**src/rtl/fetch_wait_stage_if.sv**
```systemverilog
// fetch_wait_stage_if: fetch/memory/decode signals of the IF_wait stage.
//   slave  : the stage's view. It takes the fetch entry, the memory response, the flush
//            and the decode ready, and returns ready_o, the registered entry and perfcnt.
//   master : the environment's view, with the directions mirrored.
interface fetch_wait_stage_if;
  logic [31:0] inst_rdata;
  logic        inst_data_ok;
  logic        ready_o;
  logic        valid_i;
  logic [31:0] pc_i;
  logic        cancelled_i;
  logic        exc_i;
  logic        exc_miss_i;
  logic [4:0]  exccode_i;
  logic        commit_i;
  logic        ready_i;
  logic        valid_o;
  logic [31:0] pc_o;
  logic [31:0] inst_o;
  logic        exc_o;
  logic        exc_miss_o;
  logic [4:0]  exccode_o;
  logic [31:0] perfcnt_fetch_waitdata;
  modport slave (
    input  inst_rdata, inst_data_ok, valid_i, pc_i, cancelled_i, exc_i, exc_miss_i,
           exccode_i, commit_i, ready_i,
    output ready_o, valid_o, pc_o, inst_o, exc_o, exc_miss_o, exccode_o,
           perfcnt_fetch_waitdata
  );
  modport master (
    output inst_rdata, inst_data_ok, valid_i, pc_i, cancelled_i, exc_i, exc_miss_i,
           exccode_i, commit_i, ready_i,
    input  ready_o, valid_o, pc_o, inst_o, exc_o, exc_miss_o, exccode_o,
           perfcnt_fetch_waitdata
  );
endinterface

```
**src/rtl/fetch_wait_stage.sv**
```systemverilog
// fetch_wait_stage: one-entry IF_wait stage that pairs fetch requests with memory responses.
//   clk, resetn : clock and synchronous active-low reset
//   bus (slave) : fetch entry (valid_i/pc_i/cancelled_i/exc_*), memory response
//                 (inst_rdata/inst_data_ok), flush (commit_i), decode handshake
//                 (ready_i/valid_o), the registered entry, ready_o and the WAIT-cycle counter
module fetch_wait_stage (
  input  logic              clk,
  input  logic              resetn,
  fetch_wait_stage_if.slave bus
);
  typedef enum logic [1:0] {EMPTY, WAIT, HAVE, DROP} state_t;
  state_t state;
  logic   accept;
  logic   flush_pend;
  assign bus.ready_o = state == EMPTY || (state == HAVE && bus.ready_i);
  assign accept = bus.valid_i && bus.ready_o;
  // A flush still owes memory a response if one is outstanding, or if a request goes out this
  // cycle, and that response has not arrived this cycle.
  assign flush_pend = !bus.inst_data_ok &&
                      (state == WAIT || state == DROP || (accept && !bus.exc_i));
  always_ff @(posedge clk)
    if (!resetn) begin
      state                      <= EMPTY;
      bus.valid_o                <= 1'b0;
      bus.pc_o                   <= '0;
      bus.inst_o                 <= '0;
      bus.exc_o                  <= 1'b0;
      bus.exc_miss_o             <= 1'b0;
      bus.exccode_o              <= '0;
      bus.perfcnt_fetch_waitdata <= '0;
    end else begin
      if (state == WAIT && !bus.inst_data_ok)
        bus.perfcnt_fetch_waitdata <= bus.perfcnt_fetch_waitdata + 32'd1;
      if (bus.commit_i) begin
        state       <= flush_pend ? DROP : EMPTY;
        bus.valid_o <= 1'b0;
      end else if (accept) begin
        if (bus.exc_i || !bus.cancelled_i) begin
          bus.pc_o       <= bus.pc_i;
          bus.exc_o      <= bus.exc_i;
          bus.exc_miss_o <= bus.exc_miss_i;
          bus.exccode_o  <= bus.exccode_i;
        end
        if (bus.exc_i) begin
          state       <= HAVE;
          bus.valid_o <= 1'b1;
          bus.inst_o  <= '0;
        end else if (bus.cancelled_i) begin
          state       <= bus.inst_data_ok ? EMPTY : DROP;
          bus.valid_o <= 1'b0;
        end else if (bus.inst_data_ok) begin
          state       <= HAVE;
          bus.valid_o <= 1'b1;
          bus.inst_o  <= bus.inst_rdata;
        end else begin
          state       <= WAIT;
          bus.valid_o <= 1'b0;
        end
      end else if (state == WAIT && bus.inst_data_ok) begin
        state       <= HAVE;
        bus.valid_o <= 1'b1;
        bus.inst_o  <= bus.inst_rdata;
      end else if (state == HAVE && bus.ready_i) begin
        state       <= EMPTY;
        bus.valid_o <= 1'b0;
      end else if (state == DROP && bus.inst_data_ok) begin
        state <= EMPTY;
      end
    end
  // A response with nothing outstanding is ignored by the logic above; flag it in simulation.
  assert property (@(posedge clk) disable iff (!resetn)
    !(bus.inst_data_ok && (state == EMPTY || state == HAVE) && !(accept && !bus.exc_i)))
    else $warning("inst_data_ok with no request outstanding is ignored");
endmodule

```
**src/flat_wrapper.sv**
```systemverilog
// flat-port wrapper written by rule: the top's interface ports become plain ports
module fetch_wait_stage_flat 
  (clk, resetn, bus_inst_rdata, bus_inst_data_ok, bus_valid_i, bus_pc_i, bus_cancelled_i, bus_exc_i, bus_exc_miss_i, bus_exccode_i, bus_commit_i, bus_ready_i, bus_ready_o, bus_valid_o, bus_pc_o, bus_inst_o, bus_exc_o, bus_exc_miss_o, bus_exccode_o, bus_perfcnt_fetch_waitdata);
  fetch_wait_stage_if bus_i ();
  input  logic clk;
  input  logic resetn;
  input wire logic [$bits(bus_i.inst_rdata)-1:0] bus_inst_rdata;
  input wire logic [$bits(bus_i.inst_data_ok)-1:0] bus_inst_data_ok;
  input wire logic [$bits(bus_i.valid_i)-1:0] bus_valid_i;
  input wire logic [$bits(bus_i.pc_i)-1:0] bus_pc_i;
  input wire logic [$bits(bus_i.cancelled_i)-1:0] bus_cancelled_i;
  input wire logic [$bits(bus_i.exc_i)-1:0] bus_exc_i;
  input wire logic [$bits(bus_i.exc_miss_i)-1:0] bus_exc_miss_i;
  input wire logic [$bits(bus_i.exccode_i)-1:0] bus_exccode_i;
  input wire logic [$bits(bus_i.commit_i)-1:0] bus_commit_i;
  input wire logic [$bits(bus_i.ready_i)-1:0] bus_ready_i;
  output wire logic [$bits(bus_i.ready_o)-1:0] bus_ready_o;
  output wire logic [$bits(bus_i.valid_o)-1:0] bus_valid_o;
  output wire logic [$bits(bus_i.pc_o)-1:0] bus_pc_o;
  output wire logic [$bits(bus_i.inst_o)-1:0] bus_inst_o;
  output wire logic [$bits(bus_i.exc_o)-1:0] bus_exc_o;
  output wire logic [$bits(bus_i.exc_miss_o)-1:0] bus_exc_miss_o;
  output wire logic [$bits(bus_i.exccode_o)-1:0] bus_exccode_o;
  output wire logic [$bits(bus_i.perfcnt_fetch_waitdata)-1:0] bus_perfcnt_fetch_waitdata;
  assign bus_i.inst_rdata = bus_inst_rdata;
  assign bus_i.inst_data_ok = bus_inst_data_ok;
  assign bus_i.valid_i = bus_valid_i;
  assign bus_i.pc_i = bus_pc_i;
  assign bus_i.cancelled_i = bus_cancelled_i;
  assign bus_i.exc_i = bus_exc_i;
  assign bus_i.exc_miss_i = bus_exc_miss_i;
  assign bus_i.exccode_i = bus_exccode_i;
  assign bus_i.commit_i = bus_commit_i;
  assign bus_i.ready_i = bus_ready_i;
  assign bus_ready_o = bus_i.ready_o;
  assign bus_valid_o = bus_i.valid_o;
  assign bus_pc_o = bus_i.pc_o;
  assign bus_inst_o = bus_i.inst_o;
  assign bus_exc_o = bus_i.exc_o;
  assign bus_exc_miss_o = bus_i.exc_miss_o;
  assign bus_exccode_o = bus_i.exccode_o;
  assign bus_perfcnt_fetch_waitdata = bus_i.perfcnt_fetch_waitdata;
  fetch_wait_stage u_core (.clk(clk), .resetn(resetn), .bus(bus_i));
endmodule
```
**config.mk**
```make
export PLATFORM = sky130hd
export DESIGN_NAME = fetch_wait_stage_flat
export DESIGN_NICKNAME = d
export VERILOG_FILES = /design/src/rtl/fetch_wait_stage_if.sv /design/src/rtl/fetch_wait_stage.sv /design/src/flat_wrapper.sv
export SDC_FILE = /design/constraint.sdc
export NUM_CORES = 1
export LEC_CHECK = 0
export ABC_AREA = 1
export BUFFER_PORTS_ARGS = -buffer_cell sky130_fd_sc_hd__buf_4
export CAP_MARGIN = 15
export CORE_AREA = 4 4 111 113
export CTS_BUF_LIST = sky130_fd_sc_hd__clkbuf_4 sky130_fd_sc_hd__clkbuf_8 sky130_fd_sc_hd__clkbuf_16
export DETAILED_ROUTE_END_ITERATION = 8
export DIE_AREA = 0 0 115 117
export PLACE_DENSITY = 0.76
export SKIP_LAST_GASP = 1
export SLEW_MARGIN = 20
export SYNTH_ARGS = -nofsm -noshare
export SYNTH_HDL_FRONTEND = slang
export SYNTH_SLANG_ARGS = --single-unit
```
**constraint.sdc**
```tcl
create_clock -name clk -period 1.6 [get_ports clk]
set_clock_uncertainty 0.2 [all_clocks]
set_input_delay 0.32 -clock clk [delete_from_list [all_inputs] [get_ports clk]]
set_output_delay 0.32 -clock clk [all_outputs]
set_load 0.01 [all_outputs]
```
==> results.py <==
metrics = {
    "status": {
        "status": "finished with violations",
        "violations": "setup timing",
    },
    "placement": {
        "dp_hpwl_mm": 11.3,
        "preCtsSetupSlack_ns": -0.140,
        "placed_area_um2": 6960,
        "port_buffers": 182,
        "placedCellCount": 1001,
        "routabilityCongestion": 0.895,
    },
    "floorplanning": {
        "fp-row-count": 39,
        "coreArea_um2": 11300,
        "die_h_um": 117,
        "io_pins": 183,
        "start_util_pct": 44.5,
        "die_area_um2": 13500,
        "dieWidth_um": 115,
    },
    "global_route": {
        "grt_pass1_wl_mm": 25.7,
        "grt_overflow": 0,
        "antenna_found_initial": 0,
        "grt_pass1_vias": 5470,
        "grt_max_degree": 39,
        "grt_usage_pct": 23.7,
    },
    "synthesis": {
        "synthMuxAreaShare_pct": 0,
        "yosysSeqAreaShare_pct": 42.1,
        "synth_compound_area_share_pct": 15.6,
        "syn_area_um2": 5040,
        "synthTopCellsByArea": "dfxtp_1 (42%), nor2_1 (11%), nand3_2 (6.4%), a21oi_2 (5.2%), nand2_1 (5.1%)",
        "yosys.area_share.simple_pct": 32.0,
        "netlist_instances": 643,
        "yosys_register_bits": 106,
        "synth_nets": 725,
        "synthDominantCellAreaShare_pct": 42.1,
        "postSynthAreaPerCell_um2": 7.84,
        "synth_edf_count": 0,
        "ys_warn_count": 0,
        "synth.distinct_cells": 32,
        "synthAdderAreaFrac_pct": 0.993,
        "synth_top_family_by_area": "simple AND/OR/NAND/NOR gates",
        "synth_flop_cell": "dfxtp_1",
        "async_flop_share_pct": 0,
        "yosysTopAreaCell": "dfxtp_1",
        "synth_xor_area_share_pct": 0.695,
    },
    "pwr": {
        "power_mw": 6.22,
        "p_leak_nw": 3.52,
        "ir_worst_vdd_mv": 0.541,
        "power_density_nw_per_um2": 779,
    },
    "sta": {
        "maxSlewHeadroom_pct": 72.3,
        "finalSetupViolations": 39,
        "holdWs_ns": 0.00363,
        "fmax_mhz": 606,
        "setup_ws_ns": -0.0510,
        "min_period_ns": 1.65,
        "setup_tns_ns": -0.554,
        "finalCritPeriodShare_pct": 103,
        "slew_viol_final": 0,
        "hold_viol_final": 0,
        "worst_slew_pin_slew_ns": 0.414,
        "rsz0062_at_grt": "true",
    },
    "layout": {
        "final_cell_area_um2": 7980,
        "layout-drive-gt1-share_pct": 44.8,
        "diodes": 0,
        "final_common_cell": "buf_4",
        "syn_to_final_growth_pct": 58.4,
        "fin_nets": 997,
        "layout.cells.non_filler": 1063,
        "layout_common_cells": "buf_4 (245), nor2_1 (124), dfxtp_1 (94), nand2_1 (63), inv_1 (47)",
        "post-route-util_pct": 70.5,
    },
    "critical_path": {
        "end_kind": "flop",
        "cp_data_arrival_time_ns": 1.69,
        "worst-setup-path-type": "flop to flop",
        "critPathLaunchType": "flop",
        "cp_max_fo": 11,
        "required_ns": 1.64,
    },
    "clock_network": {
        "cts_tree": "done",
        "clk_root_buffer_cell": "clkbuf_16",
        "cts.clk_slew.worst_paths_ns": 0.07,
        "cts_htree_levels": 3,
        "cts_buffer_depth": 2,
        "cts.sinks": 106,
        "cts_inserted_buffers": 9,
        "clk_latency_ns": 0.35,
    },
    "flow_run": {
        "cap_violations": 0,
    },
    "routing": {
        "ant_nets": 0,
        "post-route-drc-count": 0,
        "drt-total-wl_mm": 16.8,
        "vias_per_cell": 5.18,
        "firstDrtPassIters": 5,
        "dr.first_iter.drc_count": 378,
        "wl_per_cell_um": 15.8,
        "vias": 5507,
    },
    "worst_hold_path": {
        "hold_class": "input port to flop",
    },
}
==> worst max-delay path, stage by stage (launching register included) <==
cell	delay, ns
dfxtp_4	0.37
nand2_4	0.07
nand3_4	0.12
buf_6	0.15
nor2_4	0.14
clkinv_4	0.13
clkbuf_16	0.19
nor2_1	0.09
nor2_1	0.06
==> sequential cells by signal, summed over array words and instances (netlist names) <==
name and count:
u_core.bus.exccode_o 5, u_core.state 2, u_core.bus.exc_o 1, u_core.bus.valid_o 1, u_core.bus.pc_o 32, u_core.bus.inst_o 32
u_core.bus.perfcnt_fetch_waitdata 32, u_core.bus.exc_miss_o 1
==> power breakdown <==
part           internal (mW)  leakage [nW]  switching [mW]
registers               2.75         0.869          0.0681
logic                  0.551          2.50           0.539
clock network           1.29         0.151            1.02
==> worst paths after layout <==
kind	start	to	slack [ns]	cells after the start
worst max-delay path	u_core.state[1]	u_core.bus.exc_miss_o	-0.05	8
worst max register to register	u_core.state[1]	u_core.bus.exc_miss_o	-0.05	8
worst min-delay path	bus_pc_i[19]	u_core.bus.pc_o[19]	0.004	3
worst min register to register	u_core.bus.valid_o	u_core.bus.valid_o	0.27	2
==> synth_stat cells (2+ instances only) <==
library cell	instances
a21oi_1	13
a21oi_2	30
buf_1	2
buf_12	3
buf_2	6
buf_4	5
buf_6	4
clkbuf_1	12
dfxtp_1	106
ha_1	4
inv_1	48
inv_2	7
nand2_1	69
nand3_1	24
nand3_2	32
nand4_1	16
nand4_4	2
nor2_1	141
nor2_2	3
nor2_4	8
nor2_8	2
nor3_1	10
nor3b_1	2
o21ai_0	48
o21ai_1	36
xnor2_1	4
==> per-layer routing <==
layer  global-route usage, %  part of all wire (%)
met5                       0                     0
met4                    9.86                   2.6
met2                    42.3                    52
met3                    4.63                   6.6
met1                    27.8                    39
==> final cells by class <==
class                           instances  area [um2]
Clock inverter                          5        52.6
Multi-Input combinational cell        450        2670
Fill cell                             866        3340
Inverter                               55         216
Tap cell                              143         179
Clock buffer                           11         253
Sequential cell                       106        2150
Timing Repair Buffer                  293        2470
==> kinds of logic (layout without fill, tap and decap cells) <==
kind of cell               Yosys count  count (layout)
AOI/OAI and AO/OA                  131             131
xor gates and xnor gates             4               4
adders and majority gates            4               4
buffers and inverters               87             364
DFF                                106             106
and+or+nand+nor                    311             311
==> timing repair <==
item / in CTS / in global routing
cloned: 1 / 2
pin swaps: 16 / 33
resized for setup: 23 / 55
hold buffers: 30 / 0
hold endpoints to repair: 30 / 0
setup endpoints to repair: 48 / 96
setup buffers: 4 / 9
Note: power is estimated with default switching activity, not from simulation.
